`src/rtl/muldiv_pkg.sv`:
```
// Shared types, constants and result-shaping helpers for the RV32M multiply/divide unit.
package muldiv_pkg;

  localparam int          ITER_COUNT    = 32;
  localparam logic [31:0] DIV0_QUOTIENT = 32'hFFFF_FFFF;
  localparam logic [31:0] INT_MIN       = 32'h8000_0000;

  typedef enum logic [2:0] {
    OP_MUL    = 3'b000,
    OP_MULH   = 3'b001,
    OP_MULHSU = 3'b010,
    OP_MULHU  = 3'b011,
    OP_DIV    = 3'b100,
    OP_DIVU   = 3'b101,
    OP_REM    = 3'b110,
    OP_REMU   = 3'b111
  } md_op_e;

  typedef enum logic [1:0] {
    ST_IDLE = 2'd0,
    ST_CALC = 2'd1,
    ST_DONE = 2'd2
  } md_state_e;

  function automatic logic is_div_op(md_op_e op);
    return op inside {OP_DIV, OP_DIVU, OP_REM, OP_REMU};
  endfunction

  function automatic logic a_is_signed(md_op_e op);
    return op inside {OP_MUL, OP_MULH, OP_MULHSU, OP_DIV, OP_REM};
  endfunction

  function automatic logic b_is_signed(md_op_e op);
    return op inside {OP_MUL, OP_MULH, OP_DIV, OP_REM};
  endfunction

  // Datapaths work on magnitudes; the sign is applied once here at the end.
  function automatic logic [31:0] mul_select(md_op_e op, logic [63:0] mag, logic neg);
    logic [63:0] p;
    p = neg ? -mag : mag;
    return (op == OP_MUL) ? p[31:0] : p[63:32];
  endfunction

  function automatic logic [31:0] div_select(md_op_e op, logic [31:0] quo, logic [31:0] rem,
                                             logic neg);
    logic [31:0] v;
    v = (op inside {OP_DIV, OP_DIVU}) ? quo : rem;
    return neg ? -v : v;
  endfunction

endpackage

```
`src/rtl/muldiv_if.sv`:
```
// Request/response bundle between the pipeline and the multiply/divide unit.
interface muldiv_if #(
  parameter int XLEN = 32
);
  logic            MDStart;
  logic [2:0]      MDOp;
  logic [XLEN-1:0] MDrs1;
  logic [XLEN-1:0] MDrs2;
  logic            MDBusy;
  logic            MDDone;
  logic [XLEN-1:0] MDResult;

  modport master (output MDStart, MDOp, MDrs1, MDrs2, input MDBusy, MDDone, MDResult);
  modport slave  (input MDStart, MDOp, MDrs1, MDrs2, output MDBusy, MDDone, MDResult);
endinterface

```
`src/rtl/muldiv_divider.sv`:
```
// Unsigned 32-iteration restoring divider. done_o flags the cycle whose step yields the final
// quotient/remainder, which quotient_o/remainder_o carry in that same cycle.
module muldiv_divider
  import muldiv_pkg::*;
(
  input  logic        clk_i,
  input  logic        rst_ni,
  input  logic        start_i,
  input  logic [31:0] dividend_i,
  input  logic [31:0] divisor_i,
  output logic        done_o,
  output logic [31:0] quotient_o,
  output logic [31:0] remainder_o
);

  logic        busy_q, busy_d;
  logic [4:0]  cnt_q, cnt_d;
  logic [31:0] quo_q, quo_d;
  logic [31:0] rem_q, rem_d;
  logic [31:0] dvs_q, dvs_d;
  logic [32:0] trial;
  logic [31:0] step_quo, step_rem;

  always_comb begin
    busy_d   = busy_q;
    cnt_d    = cnt_q;
    quo_d    = quo_q;
    rem_d    = rem_q;
    dvs_d    = dvs_q;
    // A borrow out of the trial subtraction means the divisor did not fit: restore.
    trial    = {rem_q, quo_q[31]} - {1'b0, dvs_q};
    step_rem = trial[32] ? {rem_q[30:0], quo_q[31]} : trial[31:0];
    step_quo = {quo_q[30:0], ~trial[32]};
    done_o   = busy_q && (cnt_q == 5'(ITER_COUNT - 1));
    if (start_i) begin
      busy_d = 1'b1;
      cnt_d  = '0;
      quo_d  = dividend_i;
      rem_d  = '0;
      dvs_d  = divisor_i;
    end else if (busy_q) begin
      quo_d = step_quo;
      rem_d = step_rem;
      cnt_d = cnt_q + 5'd1;
      if (done_o) busy_d = 1'b0;
    end
  end

  always_ff @(posedge clk_i or negedge rst_ni) begin
    if (!rst_ni) begin
      busy_q <= 1'b0;
      cnt_q  <= '0;
      quo_q  <= '0;
      rem_q  <= '0;
      dvs_q  <= '0;
    end else begin
      busy_q <= busy_d;
      cnt_q  <= cnt_d;
      quo_q  <= quo_d;
      rem_q  <= rem_d;
      dvs_q  <= dvs_d;
    end
  end

  assign quotient_o  = step_quo;
  assign remainder_o = step_rem;

endmodule

```
`src/rtl/muldiv_unit.sv`:
```
// RV32M multiply/divide unit: iterative shift-add multiplier, restoring divider, sign fix-up.
// Define MULDIV_FAST_MUL_EN to replace the iterative multiplier with a single-cycle one.
module muldiv_unit
  import muldiv_pkg::*;
#(
  parameter int XLEN = 32
) (
  input logic     CLK,
  input logic     RST_N,
  muldiv_if.slave md
);

  md_state_e         state_q, state_d;
  md_op_e            op_q, op_d;
  logic              neg_q, neg_d;
  logic [4:0]        cnt_q, cnt_d;
  logic [XLEN-1:0]   mcand_q, mcand_d;
  logic [2*XLEN-1:0] prod_q, prod_d;
  logic [XLEN-1:0]   result_q, result_d;

  md_op_e            req_op;
  logic              sign_a, sign_b, req_neg, req_div0, req_ovf;
  logic [XLEN-1:0]   mag_a, mag_b;
  logic [XLEN:0]     mul_sum;
  logic [2*XLEN-1:0] mul_step;
  logic              div_start, div_done, last_iter;
  logic [XLEN-1:0]   div_quo, div_rem;

  assign req_op   = md_op_e'(md.MDOp);
  assign sign_a   = a_is_signed(req_op) & md.MDrs1[XLEN-1];
  assign sign_b   = b_is_signed(req_op) & md.MDrs2[XLEN-1];
  assign mag_a    = sign_a ? -md.MDrs1 : md.MDrs1;
  assign mag_b    = sign_b ? -md.MDrs2 : md.MDrs2;
  assign req_neg  = (req_op == OP_REM) ? sign_a : (sign_a ^ sign_b);
  assign req_div0 = (md.MDrs2 == '0);
  assign req_ovf  = (req_op inside {OP_DIV, OP_REM}) && (md.MDrs1 == INT_MIN) && (md.MDrs2 == '1);

  // Shift-add step: conditionally add the multiplicand into the high half, then shift right.
  assign mul_sum   = {1'b0, prod_q[2*XLEN-1:XLEN]} + {1'b0, (prod_q[0] ? mcand_q : {XLEN{1'b0}})};
  assign mul_step  = {mul_sum, prod_q[XLEN-1:1]};
  assign last_iter = is_div_op(op_q) ? div_done : (cnt_q == 5'(ITER_COUNT - 1));

`ifdef MULDIV_FAST_MUL_EN
  logic [2*XLEN-1:0] fast_prod;
  assign fast_prod = {{XLEN{1'b0}}, mag_a} * {{XLEN{1'b0}}, mag_b};
`endif

  always_comb begin
    state_d   = state_q;
    op_d      = op_q;
    neg_d     = neg_q;
    cnt_d     = cnt_q;
    mcand_d   = mcand_q;
    prod_d    = prod_q;
    result_d  = result_q;
    div_start = 1'b0;
    unique case (state_q)
      ST_IDLE: begin
        if (md.MDStart) begin
          op_d    = req_op;
          neg_d   = req_neg;
          cnt_d   = '0;
          mcand_d = mag_a;
          prod_d  = {{XLEN{1'b0}}, mag_b};
          if (is_div_op(req_op)) begin
            if (req_div0) begin
              result_d = (req_op inside {OP_DIV, OP_DIVU}) ? DIV0_QUOTIENT : md.MDrs1;
              state_d  = ST_DONE;
            end else if (req_ovf) begin
              result_d = (req_op == OP_DIV) ? INT_MIN : '0;
              state_d  = ST_DONE;
            end else begin
              div_start = 1'b1;
              state_d   = ST_CALC;
            end
          end else begin
`ifdef MULDIV_FAST_MUL_EN
            result_d = mul_select(req_op, fast_prod, req_neg);
            state_d  = ST_DONE;
`else
            state_d  = ST_CALC;
`endif
          end
        end
      end
      ST_CALC: begin
        cnt_d  = cnt_q + 5'd1;
        prod_d = mul_step;
        if (last_iter) begin
          result_d = is_div_op(op_q) ? div_select(op_q, div_quo, div_rem, neg_q)
                                     : mul_select(op_q, mul_step, neg_q);
          state_d  = ST_DONE;
        end
      end
      ST_DONE: state_d = ST_IDLE;
      default: state_d = ST_IDLE;
    endcase
  end

  always_ff @(posedge CLK or negedge RST_N) begin
    if (!RST_N) begin
      state_q  <= ST_IDLE;
      op_q     <= OP_MUL;
      neg_q    <= 1'b0;
      cnt_q    <= '0;
      mcand_q  <= '0;
      prod_q   <= '0;
      result_q <= '0;
    end else begin
      state_q  <= state_d;
      op_q     <= op_d;
      neg_q    <= neg_d;
      cnt_q    <= cnt_d;
      mcand_q  <= mcand_d;
      prod_q   <= prod_d;
      result_q <= result_d;
    end
  end

  muldiv_divider u_divider (
    .clk_i      (CLK),
    .rst_ni     (RST_N),
    .start_i    (div_start),
    .dividend_i (mag_a),
    .divisor_i  (mag_b),
    .done_o     (div_done),
    .quotient_o (div_quo),
    .remainder_o(div_rem)
  );

  assign md.MDBusy   = (state_q != ST_IDLE);
  assign md.MDDone   = (state_q == ST_DONE);
  assign md.MDResult = result_q;

endmodule
```
`src/flat_wrapper.sv`:
```
// flat-port wrapper written by rule: the top's interface ports become plain ports
module muldiv_unit_flat import muldiv_pkg::*;
#(
  parameter int XLEN = 32
)
  (CLK, RST_N, md_MDStart, md_MDOp, md_MDrs1, md_MDrs2, md_MDBusy, md_MDDone, md_MDResult);
  muldiv_if #(.XLEN(XLEN)) md_i ();
  input logic CLK;
  input logic RST_N;
  input wire logic [$bits(md_i.MDStart)-1:0] md_MDStart;
  input wire logic [$bits(md_i.MDOp)-1:0] md_MDOp;
  input wire logic [$bits(md_i.MDrs1)-1:0] md_MDrs1;
  input wire logic [$bits(md_i.MDrs2)-1:0] md_MDrs2;
  output wire logic [$bits(md_i.MDBusy)-1:0] md_MDBusy;
  output wire logic [$bits(md_i.MDDone)-1:0] md_MDDone;
  output wire logic [$bits(md_i.MDResult)-1:0] md_MDResult;
  assign md_i.MDStart = md_MDStart;
  assign md_i.MDOp = md_MDOp;
  assign md_i.MDrs1 = md_MDrs1;
  assign md_i.MDrs2 = md_MDrs2;
  assign md_MDBusy = md_i.MDBusy;
  assign md_MDDone = md_i.MDDone;
  assign md_MDResult = md_i.MDResult;
  muldiv_unit #(.XLEN(XLEN)) u_core (.CLK(CLK), .RST_N(RST_N), .md(md_i));
endmodule
```
`config.mk`:
```
export PLATFORM = sky130hd
export DESIGN_NAME = muldiv_unit_flat
export DESIGN_NICKNAME = d
export VERILOG_FILES = /design/src/rtl/muldiv_pkg.sv /design/src/rtl/muldiv_if.sv /design/src/rtl/muldiv_divider.sv /design/src/rtl/muldiv_unit.sv /design/src/flat_wrapper.sv
export SDC_FILE = /design/constraint.sdc
export NUM_CORES = 1
export LEC_CHECK = 0
export CAP_MARGIN = 40
export CELL_PAD_IN_SITES_DETAIL_PLACEMENT = 2
export CELL_PAD_IN_SITES_GLOBAL_PLACEMENT = 2
export CORE_MARGIN = 10
export CORE_UTILIZATION = 34
export CTS_BUF_LIST = sky130_fd_sc_hd__clkbuf_4 sky130_fd_sc_hd__clkbuf_8 sky130_fd_sc_hd__clkbuf_16
export CTS_CLUSTER_SIZE = 20
export DETAILED_ROUTE_END_ITERATION = 12
export GPL_TIMING_DRIVEN = 0
export PLACE_DENSITY = 0.76
export SYNTH_ARGS = -nofsm -noshare
export SYNTH_HDL_FRONTEND = slang
export SYNTH_HIERARCHICAL = 1
export SYNTH_SLANG_ARGS = --single-unit
```
`constraint.sdc`:
```
create_clock -name CLK -period 4.6 [get_ports CLK]
set_input_delay 0.92 -clock CLK [delete_from_list [all_inputs] [get_ports CLK]]
set_output_delay 0.92 -clock CLK [all_outputs]
set_load 0.02 [all_outputs]
```
# Word level (Yosys, flattened, before mapping)
# Cells that the tools add are included.
# op_classes
n_addsub,8
n_eq_ne,20
muxes,43
bitwise,4
n_reduce_logical,21
# op_table
op,count
32-bit two-way mux,19
64-bit two-way mux,2
64-bit one-hot mux with 2 select lines,1
32-bit negator,3
"32-bit equality test, second input constant",2
64-bit negator,1
32-bit one-hot mux with 2 select lines,1
32-bit by 32-bit adder with 33-bit output,1
33-bit by 32-bit subtractor with 33-bit output,1
32-bit logical NOT,1
"3-bit equality test, second input constant",8
5-bit two-way mux,3
2-bit nonzero test,6
4-bit nonzero test,3
"5-bit by 1-bit adder with 5-bit output, second input constant",2
"5-bit equality test, second input constant",2
1-bit two-way mux,10
2-bit two-way mux,5
5-bit one-hot mux with 2 select lines,1
3-bit logical NOT,2
2-bit AND reduction,3
5-bit AND reduction,1
5-bit nonzero test,1
"2-bit by 1-bit != test with 1-bit output, second input constant",2
other kinds (12),15
# word_totals
regBits,241
input_bits,70
output_inout_bits,34
elab_cells,108

# Longest topological paths before layout
# logic_depth
ltp_word,10
ltp_mapped,25
ltp_nobuf,23

# Hierarchy
# Netlist, hierarchy kept.
# by_module_without_submodules
mod,instances,cells_each,area_each_um2,seq_area_each_um2
muldiv_unit,1,1727,12921.1,3478.3
muldiv_divider,1,819,7109.3,2552.4

# Worst setup path after synthesis
# No wires, ideal clock.
# synth_timing
kind,register -> register
startpoint,register u_core.u_divider.quo_q[31]
endpoint,"register u_core.result_q[26], in the netlist u_core/md.MDResult[26]"
t_arrival_ps,5017
required_time_ps,4474
setup_slack_ps,-543
path_stages_with_launch,22
n_path_buf,0
synth_period_minus_slack_ps,5143
cell_sequence,dfrtp_1 > inv_1 > ha_1 > fa_1 > nand2b_1 > a211oi_1 > o21ai_0 > nand4b_1 > nand3b_2 > a211oi_4 > inv_4 > mux2_2 > or3_1 > a2111o_1 > nor3b_1 > nand2_1 > o41a_1 > nor2_1 > xor2_1 > or4_1 > o211ai_1 > a21oi_1
# synth_between
elab_chain_len,8
elab_cells_between_ends,9
# synth_lines
item,line_no,rtl
"start, declared",muldiv_divider.sv:18,"logic [31:0] quo_q, quo_d;"
"start signal, assigned",muldiv_divider.sv:59,quo_q <= quo_d;
33-bit by 32-bit subtractor with 33-bit output,muldiv_divider.sv:31,"trial = {rem_q, quo_q[31]} - {1'b0, dvs_q};"
32-bit two-way mux,muldiv_divider.sv:32,"step_rem = trial[32] ? {rem_q[30:0], quo_q[31]} : trial[31:0];"
net u_core.div_rem[7],muldiv_unit.sv:27,"logic [XLEN-1:0] div_quo, div_rem;"
32-bit two-way mux,muldiv_pkg.sv:47,"v = (op inside {OP_DIV, OP_DIVU}) ? quo : rem;"
32-bit negator,muldiv_pkg.sv:48,return neg ? -v : v;
32-bit two-way mux,muldiv_pkg.sv:48,
32-bit two-way mux,muldiv_unit.sv:90,"result_d = is_div_op(op_q) ? div_select(op_q, div_quo, div_rem, neg_q)"
32-bit two-way mux,muldiv_unit.sv:89,if (last_iter) begin
32-bit one-hot mux with 2 select lines,muldiv_unit.sv:57,unique case (state_q)
"end signal, assigned",muldiv_unit.sv:116,result_q <= result_d;
"end, declared",muldiv_unit.sv:19,"logic [XLEN-1:0] result_q, result_d;"
# The timed path passes the listed nets, and every way through them passes these cells. The select of a mux whose other input is x is not followed.
# A chain may end at the register's enable or synchronous reset.

# Worst setup path in the final report
# layout_timing
startpoint,register u_core.u_divider.dvs_q[11]
endpoint,"register u_core.result_q[30], in the netlist u_core/md.MDResult[30]"
# layout_between
elab_chain_len,8
elab_cells_between_ends,9
# layout_lines
item,line_no,rtl
"start, declared",muldiv_divider.sv:20,"logic [31:0] dvs_q, dvs_d;"
"start signal, assigned",muldiv_divider.sv:61,dvs_q <= dvs_d;
33-bit by 32-bit subtractor with 33-bit output,muldiv_divider.sv:31,
32-bit two-way mux,muldiv_divider.sv:32,
net u_core.div_rem[1],muldiv_unit.sv:27,
32-bit two-way mux,muldiv_pkg.sv:47,
32-bit negator,muldiv_pkg.sv:48,
32-bit two-way mux,muldiv_pkg.sv:48,
32-bit two-way mux,muldiv_unit.sv:90,
32-bit two-way mux,muldiv_unit.sv:89,
32-bit one-hot mux with 2 select lines,muldiv_unit.sv:57,
# The timed path passes the listed nets, and every way through them passes these cells. The select of a mux whose other input is x is not followed.

==> results.yml <==
floorplan:
  core_region_area_um2: 58000
  die_area_um2: 69000
  dieWidth_um: 263
  ioPinCount: 104
  die_y_um: 263
  initial_core_util_pct: 34.5
  std_cell_rows: 88
cts:
  clockBufferDepth: 3
  numCtsBuffers: 31
  cts_num_sinks: 241
  clkLatencyLatePin_ps: 590
  cts_tree: "yes"
  cts-htree-levels: 1
  clockRootBuffer: "clkbuf_16"
  clk_pin_slew_worst_paths_ps: 70
worst_setup_path:
  cp.depth: 24
  path_max_fanout: 6
  timing.rr.end: "u_core/md.MDResult[30]"
  slowest_delay_ps: 440
  startpoint: "u_core/u_divider/dvs_q[11]"
  slowest_stage: "a2111o_1"
  path_delay_family: "compound AO/OA/AOI/OAI gates"
  crit_path_cell_trace: "inv_1 -> ha_4 -> nand4_1 -> buf_4 -> nor2b_4 -> o211ai_1 -> nand4b_1 -> and4b_2 -> a2111oi_4 -> buf_2 -> a21oi_4 -> mux2i_2 -> ha_2 -> inv_2 -> a2111o_1 -> nor3b_4 -> buf_4 -> nand4_1 -> o41ai_2 -> xor2_1 -> o21ai_1 -> nand3_1 -> nand2_1 -> o21ai_2"
  crit_arrival_ps: 6510
  crit_type: "flop to flop"
  setup.worst_path.start_class: "flop"
  worstReg2RegStart: "u_core/u_divider/dvs_q[11]"
  reg2reg_depth: 24
  crit_path_end_kind: "flop"
  required_ps: 5100
  crit_buf_inv: 5
  ff2ff_setup_slack_ps: -1400
logic_synthesis:
  synth_cell_types: 98
  synth_edf_count: 0
  syn_area_per_cell_um2: 7.87
  synth_ff_type: "dfrtp_1"
  syn_nets: 2691
  syn-cell-area_um2: 20000
  netlist_instances: 2546
  synth_seq_cells: 241
  async_reset_ff_share_pct: 100
  yosys_warnings: 6
  yosysSeqAreaShare_pct: 30.1
drt:
  wl_per_cell_um: 29.5
  drc: 0
  ant_nets: 0
  route.vias.total: 21500
  routed_wl_mm: 104
  vias_per_cell: 6.10
  first_pass_iters: 5
  drt_iter0_drc: 1658
outcome:
  violations: "negative setup slack"
  outcome: "finished, violations left"
timing:
  worst_pin_slew_ps: 1150
  setup_viol: 29
  hold_violations: 0
  fmax_mhz: 167
  drv_slew: 0
  rsz0062_at_grt: "yes"
  slew_headroom_pct: 23.5
  clock_skew_ps: 18.7
  setup_slack_ps: -1400
  period_share_pct: 131
  hold_ws_ps: 310
  fin_crit_ps: 6000
min_path:
  hold_class: "primary input to asynchronous set/reset pin"
placed_design:
  placed_area_um2: 22300
  pre_cts_ws_ps: -2010
  portBuffers: 103
  gp_congestion: 0.974
  dp_hpwl_mm: 80.0
  place_inst: 3423
global_route:
  grt_pass1_wl_mm: 152
  grt.total_usage_pct: 28.3
  antenna_found_initial: 3
  gr-total-overflow: 0
  grt_pass1_vias: 23200
  grt_max_degree: 107
run:
  drv_cap: 0
final_layout:
  final_cell_area_um2: 24800
  nNetsFinal: 2886
  area_growth_pct: 23.6
  stdcell_count: 3529
  final_layout_size_suffix_gt1_share_pct: 13.4
cell type report:
class | count | area, µm²
antenna | 1 | 2.50
buffer | 184 | 897
clock buffer | 43 | 916
clock inverter | 12 | 191
fill | 6428 | 33300
inverter | 75 | 284
multi-input combinational | 2043 | 13900
sequential | 241 | 6030
tap | 765 | 957
timing repair buffer | 165 | 1630
metal layers:
metal / global-route usage, % / up-vias / routed length [µm] / part of all wire (%)
li1: - / 9440 / - / -
met1: 38.4 / 11100 / 46200 / 44
met2: 44.5 / 788 / 46800 / 45
met3: 5.64 / 163 / 7580 / 7.3
met4: 8.16 / 0 / 3400 / 3.3
met5: 0 / - / 0 / 0
how the worst max path moves through the flow:
stage	slack, ps	to
2_1_floorplan	-240	u_core/md.MDResult[26]
3_3_place_gp	-8530	u_core/prod_q[37]
3_5_place_dp	-2010	u_core/md.MDResult[26]
4_1_cts	-1150	u_core/md.MDResult[26]
5_1_grt	-1550	u_core/md.MDResult[30]
6_report	-1400	u_core/md.MDResult[30]
cell families (layout without fill, tap and decap cells):
group	Yosys count	after routing	share of synthesized area, %
flops	241	241	30.1
fa+ha+maj	75	75	4.76
compound gates	698	698	22.5
buf+inv	262	479	5.70
xor+xnor	186	186	8.13
mux	106	106	5.75
other cells	0	1	0
simple gates	978	978	23.0
synth_stat cells, drive strengths merged, types with 8 or more instances:
library cell	count	area share, %
o41ai	12	0.56
or2	16	0.51
nor4	19	0.67
xor2	81	3.5
nand2	401	7.5
a22o	23	1.0
buf	60	1.9
and3	19	0.59
clkbuf	127	2.4
nand3	43	1.1
o211ai	20	0.75
nor2	218	4.1
a31oi	27	0.84
nor2b	13	0.41
nor3	73	1.9
mux2i	76	3.8
a211o	8	0.35
xnor2	105	4.6
o21ai	240	6.0
o21bai	13	0.49
and2	43	1.3
and4	10	0.44
inv	72	1.4
a22oi	33	1.2
o31ai	35	1.4
a211oi	18	0.74
dfrtp	241	30
nand3b	8	0.38
a21o	18	0.67
ha	73	4.6
mux2	30	1.9
o21a	35	1.3
nand4	41	1.3
a21oi	134	3.4
or4	15	0.60
nand2b	12	0.37
or3	29	0.91
stage by stage:
step / TNS, ps / util (%)
floorplan: -236 / -
global placement: -2201230 / 38.1
detailed placement: -136860 / 38.4
CTS: -18370 / 41.6
global route: -27590 / 42.7
finish: -22590 / 42.7
flip-flops by register name (all words and copies together) (netlist names):
register / cells
u_core/op_q: 3
u_core/mcand_q: 32
u_core/prod_q: 64
u_core/u_divider/rem_q: 32
u_core/u_divider/busy_q: 1
u_core/state_q: 2
u_core/u_divider/dvs_q: 32
u_core/u_divider/cnt_q: 5
u_core/u_divider/quo_q: 32
u_core/neg_q: 1
u_core/md.MDResult: 32
u_core/cnt_q: 5
repair_timing:
item,4_1_cts,5_1_grt
gates resized for setup,133,99
pin swaps,62,55
hold buffers,0,0
setup buffers,33,23
setup endpoints to repair,119,115
cell usage in the layout (no fill, tap or decap), types with 14 or more instances in the layout:
master	n
a211oi_1	14
a21o_1	18
a21oi_1	120
a22o_1	23
a22oi_1	33
a31oi_1	25
and2_1	43
and3_1	17
buf_1	16
buf_4	74
buf_6	21
clkbuf_1	111
clkbuf_16	31
clkdlybuf4s50_1	101
dfrtp_1	240
ha_1	66
inv_1	67
mux2_4	19
mux2i_1	67
nand2_1	391
nand3_1	41
nand4_1	39
nor2_1	210
nor3_1	69
o211ai_1	20
o21a_1	35
o21ai_0	211
o21ai_1	17
o31ai_1	30
or3_1	28
xnor2_1	97
xor2_1	70
Power is not shown: default switching activity piles up to over one toggle a cycle in this logic, so the estimate is an artifact.
